[src/rtl/mem_access_ctrl.sv]
// Load/store front end for a byte-addressed 1 KiB memory: checks alignment,
// drives one memory access per request and returns sign/zero-extended load data.
module mem_access_ctrl (
  input  logic        clk,
  input  logic        rst,
  input  logic        req_valid,
  output logic        req_ready,
  input  logic        req_we,
  input  logic [1:0]  req_size,
  input  logic        req_unsigned,
  input  logic [9:0]  req_addr,
  input  logic [31:0] req_wdata,
  output logic        resp_valid,
  input  logic        resp_ready,
  output logic [31:0] resp_rdata,
  output logic        resp_err,
  output logic [9:0]  mem_addr,
  output logic [31:0] mem_wdata,
  output logic        mem_read,
  output logic        mem_write,
  output logic [1:0]  mem_type,
  input  logic [31:0] mem_rdata,
  output logic [1:0]  dbg_state
);

  // Handshakes: a request transfers on a rising edge where req_valid && req_ready;
  // a response transfers on a rising edge where resp_valid && resp_ready. Payloads
  // are held stable by their producer until the transfer edge.

  typedef enum logic [1:0] {
    IDLE   = 2'd0,
    ACCESS = 2'd1,
    RESP   = 2'd2
  } state_t;

  localparam logic [1:0] SIZE_WORD = 2'd0;
  localparam logic [1:0] SIZE_HALF = 2'd1;
  localparam logic [1:0] SIZE_BYTE = 2'd2;
  localparam logic [1:0] SIZE_RSVD = 2'd3;

  state_t state;
  logic   lat_we;
  logic   lat_unsigned;
  logic   req_bad;

  assign req_ready  = (state == IDLE);
  assign resp_valid = (state == RESP);
  assign dbg_state  = state;

  always_comb begin
    req_bad = 1'b0;
    if (req_size == SIZE_RSVD)
      req_bad = 1'b1;
    else if (req_size == SIZE_WORD && req_addr[1:0] != 2'b00)
      req_bad = 1'b1;
    else if (req_size == SIZE_HALF && req_addr[0] != 1'b0)
      req_bad = 1'b1;
  end

  // Memory returns bytes addr..addr+3 little-endian, so the addressed
  // item is always right-justified in the returned word.
  function automatic logic [31:0] extract(input logic [31:0] d,
                                          input logic [1:0]  size,
                                          input logic        uns);
    logic [31:0] r;
    r = 32'd0;
    case (size)
      SIZE_WORD: r = d;
      SIZE_HALF: r = {{16{~uns & d[15]}}, d[15:0]};
      SIZE_BYTE: r = {{24{~uns & d[7]}}, d[7:0]};
      default:   r = 32'd0;
    endcase
    return r;
  endfunction

  always_ff @(posedge clk or posedge rst) begin
    if (rst) begin
      state        <= IDLE;
      lat_we       <= 1'b0;
      lat_unsigned <= 1'b0;
      mem_addr     <= 10'd0;
      mem_wdata    <= 32'd0;
      mem_type     <= 2'd0;
      mem_read     <= 1'b0;
      mem_write    <= 1'b0;
      resp_rdata   <= 32'd0;
      resp_err     <= 1'b0;
    end else begin
      case (state)
        IDLE: begin
          if (req_valid) begin
            if (req_bad) begin
              resp_rdata <= 32'd0;
              resp_err   <= 1'b1;
              state      <= RESP;
            end else begin
              lat_we       <= req_we;
              lat_unsigned <= req_unsigned;
              mem_addr     <= req_addr;
              mem_wdata    <= req_wdata;
              mem_type     <= req_size;
              mem_read     <= ~req_we;
              mem_write    <= req_we;
              state        <= ACCESS;
            end
          end
        end
        ACCESS: begin
          // Store commits in memory on this same edge; load data was
          // presented on the preceding falling edge.
          mem_read   <= 1'b0;
          mem_write  <= 1'b0;
          resp_err   <= 1'b0;
          resp_rdata <= lat_we ? 32'd0 : extract(mem_rdata, mem_type, lat_unsigned);
          state      <= RESP;
        end
        RESP: begin
          if (resp_ready) begin
            resp_err   <= 1'b0;
            resp_rdata <= 32'd0;
            state      <= IDLE;
          end
        end
        default: begin
          mem_read  <= 1'b0;
          mem_write <= 1'b0;
          state     <= IDLE;
        end
      endcase
    end
  end

endmodule

[config.mk]
export PLATFORM = sky130hd
export DESIGN_NAME = mem_access_ctrl
export DESIGN_NICKNAME = d
export VERILOG_FILES = /design/src/rtl/mem_access_ctrl.sv
export SDC_FILE = /design/constraint.sdc
export NUM_CORES = 1
export LEC_CHECK = 0
export BUFFER_PORTS_ARGS = -buffer_cell sky130_fd_sc_hd__buf_2
export CAP_MARGIN = 25
export CORE_UTILIZATION = 47
export CTS_CLUSTER_DIAMETER = 100
export DETAILED_ROUTE_END_ITERATION = 12
export PLACE_DENSITY = 0.8
export SLEW_MARGIN = 20
export SYNTH_ARGS = -nofsm -noshare
export SYNTH_HDL_FRONTEND = slang
export SYNTH_SLANG_ARGS = --single-unit
[constraint.sdc]
create_clock -name clk -period 2.8 [get_ports clk]
set_input_delay 0.42 -clock clk [delete_from_list [all_inputs] [get_ports clk]]
set_output_delay 0.42 -clock clk [all_outputs]
set_load 0.05 [all_outputs]
==> impl_summary.txt, run 1 <==
----------------------------------------------------
[Run status]
  Status ... finished clean

[Synth]
  Top area cells in the synthesized netlist ... sky130_fd_sc_hd__dfrtp_1, sky130_fd_sc_hd__mux2_4, sky130_fd_sc_hd__mux2_1
  Number of enable-type register cells in the synthesized netlist ... 0
  Post-synth cell types ... 32
  Gate Count Post-Synth ... 261
  Number of warnings printed during yosys synthesis ... 0
  Mean post-synth cell area ... 14.0 um^2
  Sequential share of the synthesized area ... 57.0%
  Cell type with the largest total area after synthesis ... sky130_fd_sc_hd__dfrtp_1
  Share of the synthesized area in the top cell type ... 57.0%
  Seq cells post-synth ... 83
  Nets in the synthesized netlist ... 347
  Netlist Area Pre-Place ... 3640 um^2
  Top FF cell, synth ... sky130_fd_sc_hd__dfrtp_1
  Ys async rst share ... 100%

[Final layout]
  Highest-count cells in the layout ignoring fill and taps ... sky130_fd_sc_hd__buf_2, sky130_fd_sc_hd__dfrtp_1, sky130_fd_sc_hd__mux2_4
  Share of post-route cells with drive strength above 1 ... 52.2%
  Relative area change from synthesis to final layout ... 30.5%
  Number of diodes added for antenna fixing ... 0
  Commonest non-fill, non-tap cell in the layout ... sky130_fd_sc_hd__buf_2
  Post-layout instance count excluding filler cells ... 532
  Design area ... 4760 um^2
  Net count of the finished layout ... 514
  FILL cells ... 625

[Timing]
  Slew margin rel. ... 61.9%
  Sum of negative setup slack ... 0 ns
  Crit path time final ... 2.11 ns
  Slew Viols, Final ... 0
  Highest clock frequency the design can meet ... 0.473 GHz
  Final setup skew ... 0.00635 ns
  Final worst-path cycle share ... 75.4%
  Fin. Hold Viols ... 0
  Pin slew with the least headroom to its limit ... 0.571 ns
  # setup viols final ... 0
  RSZ-0062 raised after global routing ... no

[Placement]
  Placed cell count ... 515
  DP Area ... 4550 um^2
  Count of buffers from port buffering ... 164
  Total half-perimeter wirelength after legalization and detailed placement ... 5870 um
  Routability-driven placement congestion ratio ... 0.747

[Route]
  Vias post-DR ... 2,673
  Routed wire per std cell ... 15.2 um
  Post-DRT Antenna Nets ... 0
  Total DRC errors in the routed layout ... 0
  Avg Vias per Cell ... 5.02
  Detailed Route Iter0 Violations ... 93
  First-pass detailed-route iteration total ... 6
  Sum of routed wire length over all layers ... 8100 um

[Global route]
  First-pass GRT wire length ... 13,200 um
  Maximum number of pins on one net before global-route repair ... 84
  Antenna violations before repair ... 0
  Via count of the first global-routing pass ... 2,720
  Total congestion overflow ... 0
  Tot GR Track Use ... 20.6%

[Floorplan]
  Placeable core region ... 7370 um^2
  Die height ... 90.1 um
  Total number of placement rows ... 31
  Die X-Extent ... 90.1 um
  Die area ... 8110 um^2
  Number of top-level design ports ... 165
  Starting Density ... 49.5%

[CTS]
  Skew-Pair Late Insertion Delay ... 0.34 ns
  Post-CTS setup-driven buffer insertion count ... 0
  Longest Clk Path Bufs ... 2
  TritonCTS clock tree ... yes
  Number of CTS-inserted buffers ... 9
  Root buffer cell ... sky130_fd_sc_hd__clkbuf_8
  Number of buffers added to fix hold violations after cts ... 0
  Num Clock Sinks ... 83
  # H-tree levels ... 3
  Gates resized, CTS repair ... 0
  Register clock-pin slew on the reported worst setup and hold paths ... 0.09 ns

[Power]
  Cell internal power dissipation ... 3020 uW
  Sw Pwr ... 2980 uW
  Power density cells ... 1260 nW/um^2
  Peak ir drop on the vdd network ... 0.000892 V
  Reg power frac ... 31.5%
  Lkg Pwr ... 0.00254 uW
  Total power ... 6000 uW
  Clock power share ... 14.4%
  Switching share of power ... 49.6%
  Logic gate share of total power ... 54.1%

[Setup path]
  Data arrival, critical path ... 2.38 ns
  CP max FO ... 17
  Reg-to-reg slack, setup ... 0.69 ns
  Crit Path Class ... flop to flop
  Endpoint class of the critical path ... flop
  RR Startpoint ... dbg_state[0]
  CP Launch Type ... flop
  Reg-to-reg endpoint ... resp_err
  Count of cells along the worst register-to-register path ... 6
  Worst Path Required ... 3.07 ns

[Worst hold path]
  HP Class ... input port to asynchronous set/reset pin

[Flow run]
  Max-cap violation count ... 0

----------------------------------------------------
==> Yosys cell counts, drive strengths merged (2+ instances only) <==
cell type  instances
dfrtp             83
mux2              54
a21oi             27
o2bb2ai           16
inv               15
buf               11
nand2b            10
mux2i              9
nand2              8
ha                 4
a21o               3
clkbuf             3
a32o               2
nand3b             2
nor2               2
o22ai              2
==> worst max-delay path, stage by stage, from the launching register on <==
cell	delay, ns
sky130_fd_sc_hd__dfrtp_1	0.42
sky130_fd_sc_hd__inv_1	0.11
sky130_fd_sc_hd__ha_1	0.37
sky130_fd_sc_hd__inv_1	0.14
sky130_fd_sc_hd__o22ai_2	0.25
sky130_fd_sc_hd__a211o_1	0.50
sky130_fd_sc_hd__mux2i_1	0.24
==> registers in the layout (all words and copies together) (netlist names) <==
name          cells
mem_wdata        32
lat_we            1
mem_write         1
resp_err          1
dbg_state         2
lat_unsigned      1
resp_rdata       32
mem_read          1
mem_type          2
mem_addr         10
==> through the flow <==
step / utilization [%] / setup slack [ns] / hold slack (ns)
floorplan: - / 0.205 / 0.455
CTS: 64.4 / 0.669 / 0.152
global placement: 61.7 / 0.804 / 0.467
finish: 64.6 / 0.688 / 0.132
global route: 64.6 / 0.497 / 0.178
detailed placement: 61.7 / 0.702 / 0.470
==> cells by family after synthesis <==
group	after synthesis	synth area share, %
fa+ha+maj	4	1.37
simple gates	27	4.22
buf+inv	29	4.08
compound gates	55	11.2
mux	63	22.1
flops	83	57.0
==> power groups by stage <==
stage / clock (uW) / combinational [uW] / sequential, uW
after CTS: 893 / 3260 / 1890
final: 863 / 3250 / 1890
after detailed placement: 0 / 3260 / 1900
after global placement: 0 / 3200 / 1880
after floorplan: 0 / 1150 / 3290
after global routing: 939 / 3410 / 1950
==> worst max-delay path by stage <==
stage	start	slack, ns	cells after the start	end
3_5_place_dp	dbg_state[1]	0.70	7	resp_rdata[13]
3_3_place_gp	req_addr[1]	0.80	6	mem_wdata[30]
4_1_cts	dbg_state[0]	0.67	6	resp_err
5_1_grt	dbg_state[0]	0.50	6	resp_err
2_1_floorplan	dbg_state[0]	0.21	7	resp_rdata[8]
6_report	dbg_state[0]	0.69	6	resp_err
==> layout make-up <==
cell class	count	area [um^2]	share of cell area [%]
repair buffers	170	878	18.5
flip-flops and latches	83	2080	43.7
clock inverters	7	77.6	1.63
clock buffers	9	124	2.60
inverters	15	57.6	1.21
multi-input cells	149	1420	29.8
well taps	99	124	2.60
==> per-layer routing <==
layer  vias up  wire length, um  track usage [%]
met3        12              611             5.25
li1       1257                -                -
met4         0              173             9.95
met1      1283             3610             27.4
met2       121             3710             31.4
met5         -                0                0
(Power assumes the default switching activity.)
==> run 2: changes to the inputs <==
==> constraint.sdc (replaced) <==
create_clock -name clk -period 2.1 [get_ports clk]
set_input_delay 0.315 -clock clk [delete_from_list [all_inputs] [get_ports clk]]
set_output_delay 0.315 -clock clk [all_outputs]
set_load 0.05 [all_outputs]
==> impl_summary.txt, run 2 (synthesis results as in run 1) <==
----------------------------------------------------
[Run status]
  Status ... finished clean

[Timing]
  Fin. Hold Viols ... 0
  RSZ-0062 raised after global routing ... no
  Slew margin rel. ... 59.5%
  Final setup skew ... 0.0156 ns
  Final worst-path cycle share ... 90.2%
  Crit path time final ... 1.89 ns
  Slew Viols, Final ... 0
  # setup viols final ... 0
  Hold_ws ... 0.0758 ns
  Pin slew with the least headroom to its limit ... 0.608 ns
  Highest clock frequency the design can meet ... 0.528 GHz
  Sum of negative setup slack ... 0 ns

[Route]
  First-pass detailed-route iteration total ... 4
  Total DRC errors in the routed layout ... 0
  Avg Vias per Cell ... 4.96
  Vias post-DR ... 2,656
  Routed wire per std cell ... 14.4 um
  Post-DRT Antenna Nets ... 0
  Sum of routed wire length over all layers ... 7740 um
  Detailed Route Iter0 Violations ... 75

[CTS]
  # H-tree levels ... 3
  Root buffer cell ... sky130_fd_sc_hd__clkbuf_8
  TritonCTS clock tree ... yes
  Register clock-pin slew on the reported worst setup and hold paths ... 0.09 ns
  Post-CTS setup-driven buffer insertion count ... 0
  Skew-Pair Late Insertion Delay ... 0.34 ns
  Gates resized, CTS repair ... 0
  Longest Clk Path Bufs ... 2
  Number of CTS-inserted buffers ... 9
  Num Clock Sinks ... 83
  Number of buffers added to fix hold violations after cts ... 0

[Setup path]
  Cell Chain, Critical Path ... inv_2 > ha_4 > inv_1 > o22ai_2 > a211oi_4 > buf_4 > mux2i_1
  RR Startpoint ... dbg_state[0]
  Crit path max-delay family ... compound AO/OA/AOI/OAI gates
  Worst path bufs/invs ... 3
  Reg-to-reg slack, setup ... 0.21 ns
  Worst Path Required ... 2.35 ns
  Instance count on the critical path ... 7
  Standard cell with the maximum stage delay on the critical path ... sky130_fd_sc_hd__dfrtp_2
  Destination of the critical timing path ... resp_rdata[3]
  Slowest stage delay, CP ... 0.41 ns
  CP max FO ... 9
  Data arrival, critical path ... 2.15 ns
  Crit Path Class ... flop to flop
  CP Launch Type ... flop
  Endpoint class of the critical path ... flop
  Count of cells along the worst register-to-register path ... 7
  Reg-to-reg endpoint ... resp_rdata[3]
  Worst setup path startpoint ... dbg_state[0]

[Global route]
  Maximum number of pins on one net before global-route repair ... 50
  Antenna violations before repair ... 0
  Via count of the first global-routing pass ... 2,659
  Total congestion overflow ... 0
  Tot GR Track Use ... 19.7%
  First-pass GRT wire length ... 12,900 um

[Final layout]
  Commonest non-fill, non-tap cell in the layout ... sky130_fd_sc_hd__buf_2
  Share of post-route cells with drive strength above 1 ... 53.8%
  Relative area change from synthesis to final layout ... 31.8%
  Number of diodes added for antenna fixing ... 0
  Design area ... 4800 um^2
  Net count of the finished layout ... 518
  Leading registers by flop count ... mem_wdata (32), resp_rdata (32), mem_addr (10)
  Highest-count cells in the layout ignoring fill and taps ... sky130_fd_sc_hd__buf_2, sky130_fd_sc_hd__dfrtp_1, sky130_fd_sc_hd__mux2_4

[Floorplan]
  Total number of placement rows ... 31
  Number of top-level design ports ... 165
  Placeable core region ... 7370 um^2
  Die height ... 90.1 um
  Starting Density ... 49.5%
  Die area ... 8110 um^2
  Die X-Extent ... 90.1 um

[Power]
  Total power ... 8030 uW
  Peak ir drop on the vdd network ... 0.00100 V
  Power density cells ... 1670 nW/um^2
  Lkg Pwr ... 0.00256 uW

[Flow run]
  Max-cap violation count ... 0

[Worst hold path]
  HP Class ... input port to asynchronous set/reset pin

[Placement]
  Count of buffers from port buffering ... 164
  Total half-perimeter wirelength after legalization and detailed placement ... 5750 um
  Routability-driven placement congestion ratio ... 0.748
  DP Area ... 4600 um^2

----------------------------------------------------
## run 2: cell types whose count changed in the layout (fill, tap and decap cells not counted), sizes merged
cell | before | now
buf | 170 | 174
clkbuf | 9 | 11
clkinvlp | 4 | 2
## run 2: worst min-delay path, delay by kind of cell
kind | cells | cell delay (ns)
buffers and inverters | 3 | 0.54
## run 2: metrics by stage
stage	worst slack, ns	utilization [%]	std cells
global placement	0.248	62.4	519
floorplan	0.0276	-	261
global route	0.0219	65.2	536
CTS	0.184	65.1	535
finish	0.206	65.2	536
detailed placement	0.188	62.4	519
## run 2: final cells by class
cell class | count | area, um^2
Fill cell | 589 | 2560
Multi-Input combinational cell | 149 | 1440
Timing Repair Buffer | 174 | 896
Sequential cell | 83 | 2080
Tap cell | 99 | 124
Clock inverter | 5 | 60.1
Inverter | 15 | 60.1
Clock buffer | 11 | 141
## run 2: where the power goes
group / total, uW / leakage (uW) / internal, uW / switching, uW
clock: 1140 / 0.0000999 / 587 / 557
sequential: 2530 / 0.00105 / 2160 / 370
combinational: 4350 / 0.00141 / 1370 / 2990
total: 8030 / 0.00256 / 4110 / 3910
## run 2: metal layers
metal / track usage [%] / vias to the layer above / wire length, um
met1: 26.3 / 1267 / 3480
met4: 7.53 / 0 / 120
met3: 3.98 / 12 / 475
li1: - / 1267 / -
met5: 0 / - / 0
met2: 31.9 / 110 / 3670
## run 2: worst min-delay path by stage
| stage | to | from | cells past startpoint | slack (ns) |
|---|---|---|---|---|
| floorplan | mem_addr[0] | req_addr[0] | 1 | 0.45 |
| global placement | resp_err | rst | 3 | 0.45 |
| detailed placement | resp_rdata[27] | rst | 3 | 0.46 |
| CTS | mem_wdata[7] | rst | 3 | 0.08 |
| global route | mem_wdata[9] | rst | 3 | 0.11 |
| finish | resp_rdata[27] | rst | 3 | 0.08 |
==> run 3: changes to the inputs <==
--- a/config.mk
+++ b/config.mk
@@ -5,12 +5,13 @@
 export SDC_FILE = /design/constraint.sdc
 export NUM_CORES = 1
 export LEC_CHECK = 0
-export BUFFER_PORTS_ARGS = -buffer_cell sky130_fd_sc_hd__buf_2
+export BUFFER_PORTS_ARGS = -buffer_cell sky130_fd_sc_hd__buf_4
 export CAP_MARGIN = 25
 export CORE_UTILIZATION = 47
 export CTS_CLUSTER_DIAMETER = 100
 export DETAILED_ROUTE_END_ITERATION = 12
 export PLACE_DENSITY = 0.8
+export REMOVE_ABC_BUFFERS = 1
 export SLEW_MARGIN = 20
 export SYNTH_ARGS = -nofsm -noshare
 export SYNTH_HDL_FRONTEND = slang
==> impl_summary.txt, run 3 (synthesis results as in run 1) <==
----------------------------------------------------
[Run status]
  Status ... finished clean

[Timing]
  Final setup skew ... 0.00771 ns
  # setup viols final ... 0
  RSZ-0062 raised after global routing ... no
  Highest clock frequency the design can meet ... 0.520 GHz
  Final worst-path cycle share ... 91.5%
  Slew margin rel. ... 38.2%
  Crit path time final ... 1.92 ns
  Slew Viols, Final ... 0
  Hold_ws ... 0.0362 ns
  Fin. Hold Viols ... 0
  Sum of negative setup slack ... 0 ns
  Pin slew with the least headroom to its limit ... 0.924 ns

[Final layout]
  Share of post-route cells with drive strength above 1 ... 52.6%
  Design area ... 5200 um^2
  Highest-count cells in the layout ignoring fill and taps ... sky130_fd_sc_hd__buf_4, sky130_fd_sc_hd__dfrtp_1, sky130_fd_sc_hd__mux2_4
  FILL cells ... 569
  Multi-input combinational cell area ... 1420 um^2
  Number of diodes added for antenna fixing ... 0
  Leading registers by flop count ... mem_wdata (32), resp_rdata (32), mem_addr (10)
  Commonest non-fill, non-tap cell in the layout ... sky130_fd_sc_hd__buf_4
  Area taken by flip-flops and latches ... 2080 um^2
  Net count of the finished layout ... 518
  Relative area change from synthesis to final layout ... 42.7%

[Power]
  Total power ... 8480 uW
  Sw Pwr ... 3970 uW
  Logic gate share of total power ... 56.3%
  Peak ir drop on the vdd network ... 0.00124 V
  Switching share of power ... 46.9%
  Cell internal power dissipation ... 4500 uW
  Lkg Pwr ... 0.00268 uW
  Clock power share ... 13.5%
  Power density cells ... 1630 nW/um^2
  Reg power frac ... 30.1%

[Setup path]
  CP Launch Type ... flop
  Slowest stage delay, CP ... 0.62 ns
  Cell Chain, Critical Path ... inv_1 > ha_1 > inv_1 > o22ai_2 > a2111o_2 > o2bb2ai_1
  Cell repeated most along the worst path ... sky130_fd_sc_hd__inv_1
  Worst Path Required ... 2.35 ns
  Endpoint class of the critical path ... flop
  CP max FO ... 16
  Standard cell with the maximum stage delay on the critical path ... sky130_fd_sc_hd__a2111o_2
  Crit Path Class ... flop to flop
  Data arrival, critical path ... 2.17 ns

[Route]
  Avg Vias per Cell ... 5.07
  Sum of routed wire length over all layers ... 8360 um
  Vias post-DR ... 2,718
  Post-DRT Antenna Nets ... 0
  Routed wire per std cell ... 15.6 um
  Detailed Route Iter0 Violations ... 73
  First-pass detailed-route iteration total ... 4
  Total DRC errors in the routed layout ... 0

[Placement]
  DP Area ... 4980 um^2
  Total half-perimeter wirelength after legalization and detailed placement ... 6110 um
  Routability-driven placement congestion ratio ... 0.759
  Count of buffers from port buffering ... 164

[CTS]
  Longest Clk Path Bufs ... 2
  Num Clock Sinks ... 83
  Register clock-pin slew on the reported worst setup and hold paths ... 0.08 ns
  Root buffer cell ... sky130_fd_sc_hd__clkbuf_8
  TritonCTS clock tree ... yes
  Number of CTS-inserted buffers ... 9
  Skew-Pair Late Insertion Delay ... 0.34 ns
  Number of buffers added to fix hold violations after cts ... 0
  # H-tree levels ... 3

[Floorplan]
  Die height ... 90.1 um
  Total number of placement rows ... 31
  Die area ... 8110 um^2
  Placeable core region ... 7370 um^2
  Starting Density ... 49.5%
  Number of top-level design ports ... 165
  Die X-Extent ... 90.1 um

[Global route]
  Tot GR Track Use ... 21.1%
  First-pass GRT wire length ... 13,600 um
  Maximum number of pins on one net before global-route repair ... 84
  Total congestion overflow ... 0
  Via count of the first global-routing pass ... 2,786
  Antenna violations before repair ... 0

[Worst hold path]
  HP Class ... input port to asynchronous set/reset pin

[Flow run]
  Max-cap violation count ... 0

----------------------------------------------------
[run 3: timing repair]
item / in CTS / in global routing
setup endpoints to repair: 0 / 26
buffers inserted: 0 / 2
resized for setup: 0 / 1
[run 3: final timing paths]
path,slack (ns),depth (start not counted),from,endpoint
min in group clk,0.18,2,req_wdata[26],mem_wdata[26]
max in group asynchronous,1.68,3,rst,dbg_state[0]
max,0.18,6,dbg_state[0],resp_rdata[20]
min,0.04,3,rst,mem_wdata[11]
min reg2reg,0.49,1,lat_we,lat_we
max reg2reg,0.18,6,dbg_state[0],resp_rdata[20]
[run 3: final cells by class]
type / count / share of cell area (%)
Sequential cell: 83 / 39.9
Multi-Input combinational cell: 149 / 27.3
Timing Repair Buffer: 174 / 25.4
Clock buffer: 12 / 2.98
Tap cell: 99 / 2.38
Inverter: 15 / 1.11
Clock inverter: 4 / 0.938
[run 3: worst max-delay path: cells and delay by family (launching register included)]
kind                     cells  cell delay (ns)
AO/OA/AOI/OAI                3             0.96
adder cells (fa/ha/maj)      1             0.26
buffers and inverters        2             0.21
flip-flops                   1             0.39
[run 3: through the flow]
step                      setup slack, ns  util [%]  instances
after floorplan                     -1.10         -        247
after global routing               0.0502      70.6        536
after global placement              0.165      67.6        518
after CTS                          0.0526      70.4        534
final                               0.179      70.6        536
after detailed placement           0.0664      67.6        518
[run 3: power by group through the flow]
stage	sequential [uW]	combinational, uW	clock (uW)
5_1_grt	2630	4990	1250
4_1_cts	2560	4770	1190
3_3_place_gp	2550	4690	0
3_5_place_dp	2570	4780	0
6_report	2550	4770	1150
2_1_floorplan	4400	1450	0
[run 3: routing by layer]
metal  wire, um  GRT usage, %
met2       3870          32.4
met5          0             0
met3        900          8.88
met1       3550          27.4
met4         40          5.78
